===== src/rtl/cnn_state_update_pkg.sv =====
// Shared definitions for the CNN state-update block: default widths,
// the fixed-point +1.0 constant, FSM state codes and the output clamp.
package cnn_state_update_pkg;

    localparam int WIDTH       = 9;
    localparam int DW          = 2 * WIDTH - 1;
    localparam int ONE_DEFAULT = 128;

    // Run-control FSM states, kept as plain constants so older code that
    // compares against raw 2-bit values keeps working.
    localparam logic [1:0] ST_IDLE  = 2'd0;
    localparam logic [1:0] ST_RUN   = 2'd1;
    localparam logic [1:0] ST_FLUSH = 2'd2;
    localparam logic [1:0] ST_DONE  = 2'd3;

    // Inclusive clamp of x to [-one, +one]; works on sign-extended values so
    // any state width up to 32 bits can share it.
    function automatic int sat_int(input int x, input int one);
        if (x > one) begin
            return one;
        end else if (x < -one) begin
            return -one;
        end else begin
            return x;
        end
    endfunction

endpackage


===== src/rtl/cnn_state_update_sat.sv =====
// Combinational output clamp: limits a cell state to the range [-ONE, +ONE].
module cnn_sat #(
    parameter int DW  = cnn_state_update_pkg::DW,
    parameter int ONE = cnn_state_update_pkg::ONE_DEFAULT
) (
    input  logic signed [DW-1:0] x,
    output logic signed [DW-1:0] y
);
    import cnn_state_update_pkg::*;

    // Widen to int, clamp, and narrow back; the result always fits in DW.
    always_comb begin
        y = DW'(sat_int(int'(x), ONE));
    end

endmodule


===== src/rtl/cnn_state_update.sv =====
// CNN cell state update: clamps each cell's new state, tags whether it
// changed since the previous pass, streams it back to Y memory, and runs
// whole-frame iterations until nothing changes or the iteration limit hits.
module cnn_state_update #(
    parameter int WIDTH    = cnn_state_update_pkg::WIDTH,
    parameter int ONE      = cnn_state_update_pkg::ONE_DEFAULT,
    parameter int NCELLS   = 64,
    parameter int MAX_ITER = 32,
    localparam int DW = 2 * WIDTH - 1,
    localparam int AW = (NCELLS > 1) ? $clog2(NCELLS) : 1,
    localparam int IW = $clog2(MAX_ITER + 1)
) (
    input  logic                 clk,
    input  logic                 reset,
    input  logic                 start,
    input  logic                 in_valid,
    output logic                 in_ready,
    input  logic signed [DW-1:0] in_x,
    input  logic signed [DW-1:0] in_yprev,
    output logic                 out_valid,
    input  logic                 out_ready,
    output logic signed [DW-1:0] out_y,
    output logic [AW-1:0]        out_addr,
    output logic                 busy,
    output logic                 done,
    output logic                 converged,
    output logic [IW-1:0]        iter_count
);
    import cnn_state_update_pkg::*;

    localparam int CW = $clog2(NCELLS + 1);
    localparam logic [CW-1:0] NCELLS_C = CW'(NCELLS);
    localparam logic [CW-1:0] LAST_C   = CW'(NCELLS - 1);
    localparam logic [IW-1:0] MAX_C    = IW'(MAX_ITER);

    logic [1:0]           state;
    logic [CW-1:0]        in_cnt;
    logic [CW-1:0]        out_cnt;
    logic [CW-1:0]        chg_cnt;

    logic                 s1_valid;
    logic signed [DW-1:0] s1_y;
    logic signed [DW-1:0] s1_yprev;
    logic [AW-1:0]        s1_addr;
    logic                 out_chg;

    logic signed [DW-1:0] sat_y;
    logic                 advance;
    logic                 accept;
    logic                 out_hs;
    logic                 frame_end;
    logic                 frame_quiet;
    logic [IW-1:0]        iter_next;

    cnn_sat #(
        .DW  (DW),
        .ONE (ONE)
    ) u_sat (
        .x (in_x),
        .y (sat_y)
    );

    // Handshake and end-of-frame decode shared by the pipeline and the FSM.
    always_comb begin
        advance     = !out_valid || out_ready;
        in_ready    = (state == ST_RUN) && (in_cnt < NCELLS_C) && advance;
        accept      = in_valid && in_ready;
        out_hs      = out_valid && out_ready;
        frame_end   = out_hs && (out_cnt == LAST_C);
        frame_quiet = (chg_cnt == '0) && !out_chg;
        iter_next   = iter_count + IW'(1);
        busy        = (state == ST_RUN) || (state == ST_FLUSH);
        done        = (state == ST_DONE);
    end

    // Two-stage datapath with one global stall: stage 1 holds the clamped
    // value, stage 2 drives the writeback port and the change flag.
    always_ff @(posedge clk) begin
        if (reset) begin
            s1_valid  <= 1'b0;
            s1_y      <= '0;
            s1_yprev  <= '0;
            s1_addr   <= '0;
            out_valid <= 1'b0;
            out_y     <= '0;
            out_addr  <= '0;
            out_chg   <= 1'b0;
        end else if (advance) begin
            s1_valid  <= accept;
            if (accept) begin
                s1_y     <= sat_y;
                s1_yprev <= in_yprev;
                s1_addr  <= in_cnt[AW-1:0];
            end
            out_valid <= s1_valid;
            if (s1_valid) begin
                out_y    <= s1_y;
                out_addr <= s1_addr;
                out_chg  <= (s1_y != s1_yprev);
            end
        end
    end

    // Run control: counts accepted and written cells, and at the end of each
    // frame decides between another pass, convergence, or giving up.
    always_ff @(posedge clk) begin
        if (reset) begin
            state      <= ST_IDLE;
            in_cnt     <= '0;
            out_cnt    <= '0;
            chg_cnt    <= '0;
            iter_count <= '0;
            converged  <= 1'b0;
        end else begin
            case (state)
                ST_IDLE, ST_DONE: begin
                    if (start) begin
                        state      <= ST_RUN;
                        in_cnt     <= '0;
                        out_cnt    <= '0;
                        chg_cnt    <= '0;
                        iter_count <= '0;
                        converged  <= 1'b0;
                    end
                end
                default: begin
                    if (accept) begin
                        in_cnt <= in_cnt + CW'(1);
                        if (in_cnt == LAST_C) begin
                            state <= ST_FLUSH;
                        end
                    end
                    if (frame_end) begin
                        iter_count <= iter_next;
                        in_cnt     <= '0;
                        out_cnt    <= '0;
                        chg_cnt    <= '0;
                        if (frame_quiet) begin
                            state     <= ST_DONE;
                            converged <= 1'b1;
                        end else if (iter_next == MAX_C) begin
                            state <= ST_DONE;
                        end else begin
                            state <= ST_RUN;
                        end
                    end else if (out_hs) begin
                        out_cnt <= out_cnt + CW'(1);
                        chg_cnt <= chg_cnt + CW'(out_chg);
                    end
                end
            endcase
        end
    end

endmodule


===== config.mk =====
export PLATFORM = sky130hd
export DESIGN_NAME = cnn_state_update
export DESIGN_NICKNAME = d
export VERILOG_FILES = /design/src/rtl/cnn_state_update_pkg.sv /design/src/rtl/cnn_state_update_sat.sv /design/src/rtl/cnn_state_update.sv
export SDC_FILE = /design/constraint.sdc
export NUM_CORES = 1
export LEC_CHECK = 0
export ABC_AREA = 1
export CAP_MARGIN = 20
export CORE_MARGIN = 1.5
export CORE_UTILIZATION = 45
export DETAILED_ROUTE_END_ITERATION = 8
export MAX_ROUTING_LAYER = met4
export PLACE_DENSITY = 0.69
export SYNTH_ARGS = -nofsm -noshare
export SYNTH_HDL_FRONTEND = slang
export SYNTH_SLANG_ARGS = --single-unit

===== constraint.sdc =====
create_clock -name clk -period 3.6 [get_ports clk]
set_clock_uncertainty 0.1 [all_clocks]
set_input_delay 0.72 -clock clk [delete_from_list [all_inputs] [get_ports clk]]
set_output_delay 0.72 -clock clk [all_outputs]
set_load 0.01 [all_outputs]

* After elaboration in Yosys (flattened, before gate mapping)
Cells that the tools add are included.
** Storage, ports and cells
- Bits of input ports :: 39
- Output and inout bits :: 34
- Logic and storage cells :: 80
- Register bits :: 96
** Operators by class
- Add/sub/neg operators :: 4
- Reductions and logical operators :: 25
- Multiplexer cells :: 26
- Eq/ne operators :: 8
- Magnitude comparators :: 3
** Operators by type and width (count)
- $mux 7 :: 10
- $mux 17 :: 2
- $mux 6 :: 3
- $gt 17x9->1 const B :: 1
- $lt 17x8->1 const B :: 1
- $ne 17x17->1 :: 1
- $add 7x1->7 const B :: 2
- $eq 7x6->1 const B :: 2
- $mux 2 :: 7
- $reduce_and 2->1 :: 5
- $reduce_bool 3->1 :: 3
- $add 7x1->7 :: 1
- $logic_not 7->1 :: 1
- $lt 7x7->1 const B :: 1
- $add 6x1->6 const B :: 1
- $eq 6x6->1 const B :: 1
- $logic_and 1x1->1 :: 6
- $reduce_and 3->1 :: 2
- $eq 2x2->1 const B :: 2
- $mux 1 :: 4
- $reduce_bool 2->1 :: 2
- $eq 2x1->1 const B :: 1
- $logic_not 1->1 :: 2
- $logic_not 2->1 :: 1
- 3 further kinds :: 4

* Longest topological paths before layout
- Depth after elaboration :: 7
- Mapped depth :: 11
- Mapped depth without buffers :: 11

* Cells and area by module
A second synthesis with hierarchy kept.
** Unflattened totals
- Cells, all modules :: 614
- Area total of the unflattened synthesis :: 4503.1 sq um
** Modules (own cells, without submodules)
- cnn_state_update :: area an instance 4071.4 sq um, instances 1, seq. area each 1921.8 sq um, cells an instance 525
- cnn_sat :: area an instance 431.7 sq um, instances 1, seq. area each 0.0 sq um, cells an instance 89

* Worst setup path before layout
No wires, ideal clock.
- Path kind :: input to register
- Start :: in in_x[8]
- End :: reg s1_y[8]
- Data arrival time :: 2.026 ns
- Path buffers :: 1
- Slack :: 1.404 ns
- Setup time :: 0.070 ns
- Stages :: 9
- Required time :: 3.430 ns
- Path through :: inv_1 nor4_1 nand4_1 ha_1 clkbuf_1 inv_1 nand2_1 nand2_1 a21oi_1
** Between the ends
- Longest elaborated chain between the ends :: 3
- Elaborated cells on any way between the ends :: 4
- Classes of those cells :: 2 x order compare; 2 x mux
** Ends and longest elaborated chain
- start: declaration :: RTL line cnn_state_update.sv:18 : input logic signed [DW-1:0] in_x,
- $lt 17x8->1 :: RTL line cnn_state_update_pkg.sv:21 : end else if (x < -one) begin
- $mux 17 :: RTL line cnn_state_update_pkg.sv:21
- $mux 17 (*) :: RTL line cnn_state_update_pkg.sv:19 : if (x > one) begin
- end signal: assignment :: RTL line cnn_state_update.sv:91 : s1_y <= sat_y;
- end: declaration :: RTL line cnn_state_update.sv:42 : logic signed [DW-1:0] s1_y;
Every way passes the cells marked *; elsewhere a longest branch is shown, timed or not.
A chain may end at the register's enable or synchronous reset.

* Final worst setup path
- Start :: in out_ready
- End :: out in_ready
** Between the ends
- Longest elaborated chain between the ends :: 2
** Ends and longest elaborated chain
- start: declaration :: RTL line cnn_state_update.sv:21 : input logic out_ready,
- $logic_or 1x1->1 :: RTL line cnn_state_update.sv:65 : advance = !out_valid || out_ready;
- $logic_and 1x1->1 :: RTL line cnn_state_update.sv:66 : in_ready = (state == ST_RUN) && (in_cnt < NCELLS_C) && advance;
- end: declaration :: RTL line cnn_state_update.sv:17 : output logic in_ready,
Every way passes these cells.

==> flow_summary.ini <==
[detailed_routing]
dr.pass1.iters = 5
dr_total_vias = 3981
wl_per_cell_um = 12.92
drt_wl_total_um = 10120
drtIter0Drc = 196
viasPerCell = 5.084
ant_nets = 0
drc = 0

[die]
die_w_um = 101.2
die_y_um = 101.2
io_pins = 73
core_sq_um = 9284
dieArea_sq_um = 10240
initial_core_util_pct = 46.71
num_rows = 35

[yosys]
synth_fp_nets = 633
ys_ff_latch = 96
syn-instance-count = 586
yosysWarnings = 0
yosysSeqAreaShare_pct = 44.32
synth.avg_cell_area_sq_um = 7.400
syn_area_sq_um = 4337
synth.distinct_cells = 35

[layout]
fin_cells = 783
fin_nets = 696
drive_gt1_share_pct = 7.645
final_cell_mix = nand2_1 (108), dfxtp_1 (96), nor2_1 (84)
diodes = 0
syn2layout_area_growth_pct = 22.50
layout_commonest_cell = nand2_1
fillers = 899

[sta]
maxSlewHeadroom_pct = 51.17
fin_crit_sh_pct = 80.43
setup_viol = 0
final-hold-violation-count = 0
slew_violations = 0
rsz0062_at_grt = no
tightest_slew_ns = 0.7317
post-route-min-period_ns = 2.895
tns_ns = 0
timing.fmax_mhz = 345.4

[clock_tree]
clk_pin_slew_ns = 0.09
cts.sinks = 96
root_buffer = clkbuf_8
clkLatencyLatePin_ns = 0.37
htreeDepth = 3
clk_path_buf_depth = 2
cts_tree = done
cts_made_buffers = 9
postCtsSetupBuffers = 0
postCtsHoldBufs = 0
cts_resized = 0

[power_and_ir_drop]
leakage_nw = 2.164
clkPwrFrac_pct = 29.9
seq_power_share_pct = 52.7
vdd_drop_max_mv = 0.2042
intPower_w = 0.001562
switching_share_pct = 29.44
p_switching_w = 0.0006518
power_density_nw_per_um2 = 416.7
pwr-share-comb_pct = 17.4

[global_routing]
grt_pass1_vias = 3760
overflow = 0
grt_max_degree = 44
grt_usage_pct = 21.80
grt_pass1_wl_um = 17310
grt_antenna_before_repair = 0

[critical_path]
crit_path_frequent_cell = clkdlybuf4s50_1
end_kind = output pin
max_stage_delay_ns = 0.56
cp_cell_sequence = clkdlybuf4s50_1, inv_1, nand2_2, inv_2, nor3_1, clkdlybuf4s50_1
criticalPathCategory = input port to output pin
cp.required_ns = 2.78
cp.arrival_ns = 2.08
startpoint_type = input port
crit_fanout = 3
slowest_stage = clkdlybuf4s50_1

[place]
gp_congestion = 0.8300
dp_hpwl_um = 7055
port_buffers = 72
dp.cells = 767

[run]
drv_cap = 0

[run_status]
status = finished, final reports clean

[worst_hold_path]
hold_path_class = flip-flop to flip-flop
==> power groups by stage <==
stage	clock (W)	sequential [W]	combinational (W)
2_1_floorplan	0	0.00119	0.000247
3_3_place_gp	0	0.00119	0.000382
3_5_place_dp	0	0.00119	0.000388
4_1_cts	0.000676	0.00117	0.000391
5_1_grt	0.000719	0.00117	0.000434
6_report	0.000661	0.00117	0.000386
==> final timing paths <==
path,start,cells after the start,slack (ns),endpoint
max reg2reg,state[1],11,1.50,out_cnt[6]
min,s1_yprev[3],2,0.36,s1_yprev[3]
min reg2reg,s1_yprev[3],2,0.36,s1_yprev[3]
max,out_ready,6,0.70,in_ready
==> final cells by class <==
cell class                 instances  area [sq um]  share of cell area (%)
multi-input combinational        407          2063                   38.84
clock inverter                     5         42.54                  0.8008
clock buffer                      11         141.4                   2.661
tap                              129         161.4                   3.038
sequential                        96          1922                   36.18
inverter                          57         216.5                   4.074
timing repair buffer              78         765.7                   14.41
==> worst max-delay path, delay by kind of cell <==
family / cells / cell delay (ns)
buf+inv: 4 / 1.13
simple gates: 2 / 0.22
==> routing by layer <==
metal | vias to the layer above | global-route usage (%) | share of wire, % | wire, um
met4 | 0 | 8.120 | 1.3 | 131
met2 | 94 | 34.95 | 47 | 4707
li1 | 2025 | - | - | -
met1 | 1850 | 27.95 | 47 | 4785
met3 | 12 | 3.244 | 4.9 | 495
met5 | - | - | 0 | 0
==> sequential cells by signal, indices dropped and copies added (netlist names) <==
signal      flops
s1_addr         6
s1_valid        1
converged       1
iter_count      6
out_valid       1
out_cnt         7
s1_yprev       17
out_chg         1
chg_cnt         7
out_y          17
in_cnt          7
out_addr        6
s1_y           17
state           2
==> Yosys cell counts <==
cell | n | area (sq um)
nor3_4 | 2 | 32.53
nor3b_2 | 2 | 25.02
nor4_1 | 2 | 12.51
o21bai_1 | 1 | 7.510
buf_4 | 2 | 15.01
ha_1 | 8 | 100.1
buf_6 | 2 | 22.52
a41oi_1 | 1 | 8.760
nand4_1 | 10 | 62.56
or2_1 | 1 | 6.260
a21oi_1 | 65 | 325.3
nand3_2 | 3 | 30.03
xnor2_1 | 8 | 70.07
nand2_2 | 5 | 31.28
o21ai_1 | 2 | 10.01
dfxtp_1 | 96 | 1922
buf_2 | 12 | 60.06
a31oi_1 | 1 | 6.260
nor3_2 | 1 | 10.01
o21ai_2 | 3 | 26.28
o21ai_0 | 58 | 290.3
nor2_2 | 1 | 6.260
nand2_8 | 1 | 20.02
inv_1 | 52 | 195.2
nand3_1 | 20 | 100.1
clkbuf_1 | 10 | 37.54
a211oi_2 | 2 | 25.02
nor3_1 | 7 | 35.03
xor2_1 | 7 | 61.31
nor2_1 | 84 | 315.3
or2_2 | 1 | 6.260
nand2_1 | 108 | 405.4
nand2_4 | 3 | 33.78
inv_2 | 4 | 15.01
inv_4 | 1 | 6.260
==> kinds of logic (layout without fill, tap and decap cells) <==
group,count (synthesis),count (layout),synth area share [%]
buffers and inverters,83,151,8.107
AND/OR/NAND/NOR,251,251,26.11
AO/OA/AOI/OAI,133,133,16.13
adder cells (fa/ha/maj),8,8,2.308
flip-flops,96,96,44.32
XOR/XNOR,15,15,3.030
==> stage by stage <==
step                hold slack [ns]  util, %  cell area (sq um)  worst slack [ns]  total power (W)
floorplan                    0.3297        -               4337             1.404         0.001435
global placement             0.3494    55.24               5129            0.7193         0.001570
detailed placement           0.3522    55.24               5129            0.7119         0.001578
CTS                          0.3661    57.22               5313            0.6938         0.002233
global route                 0.4000    57.22               5313            0.6349         0.002327
finish                       0.3631    57.22               5313            0.7047         0.002214
No activity file was read; power rests on OpenSTA's default activity.
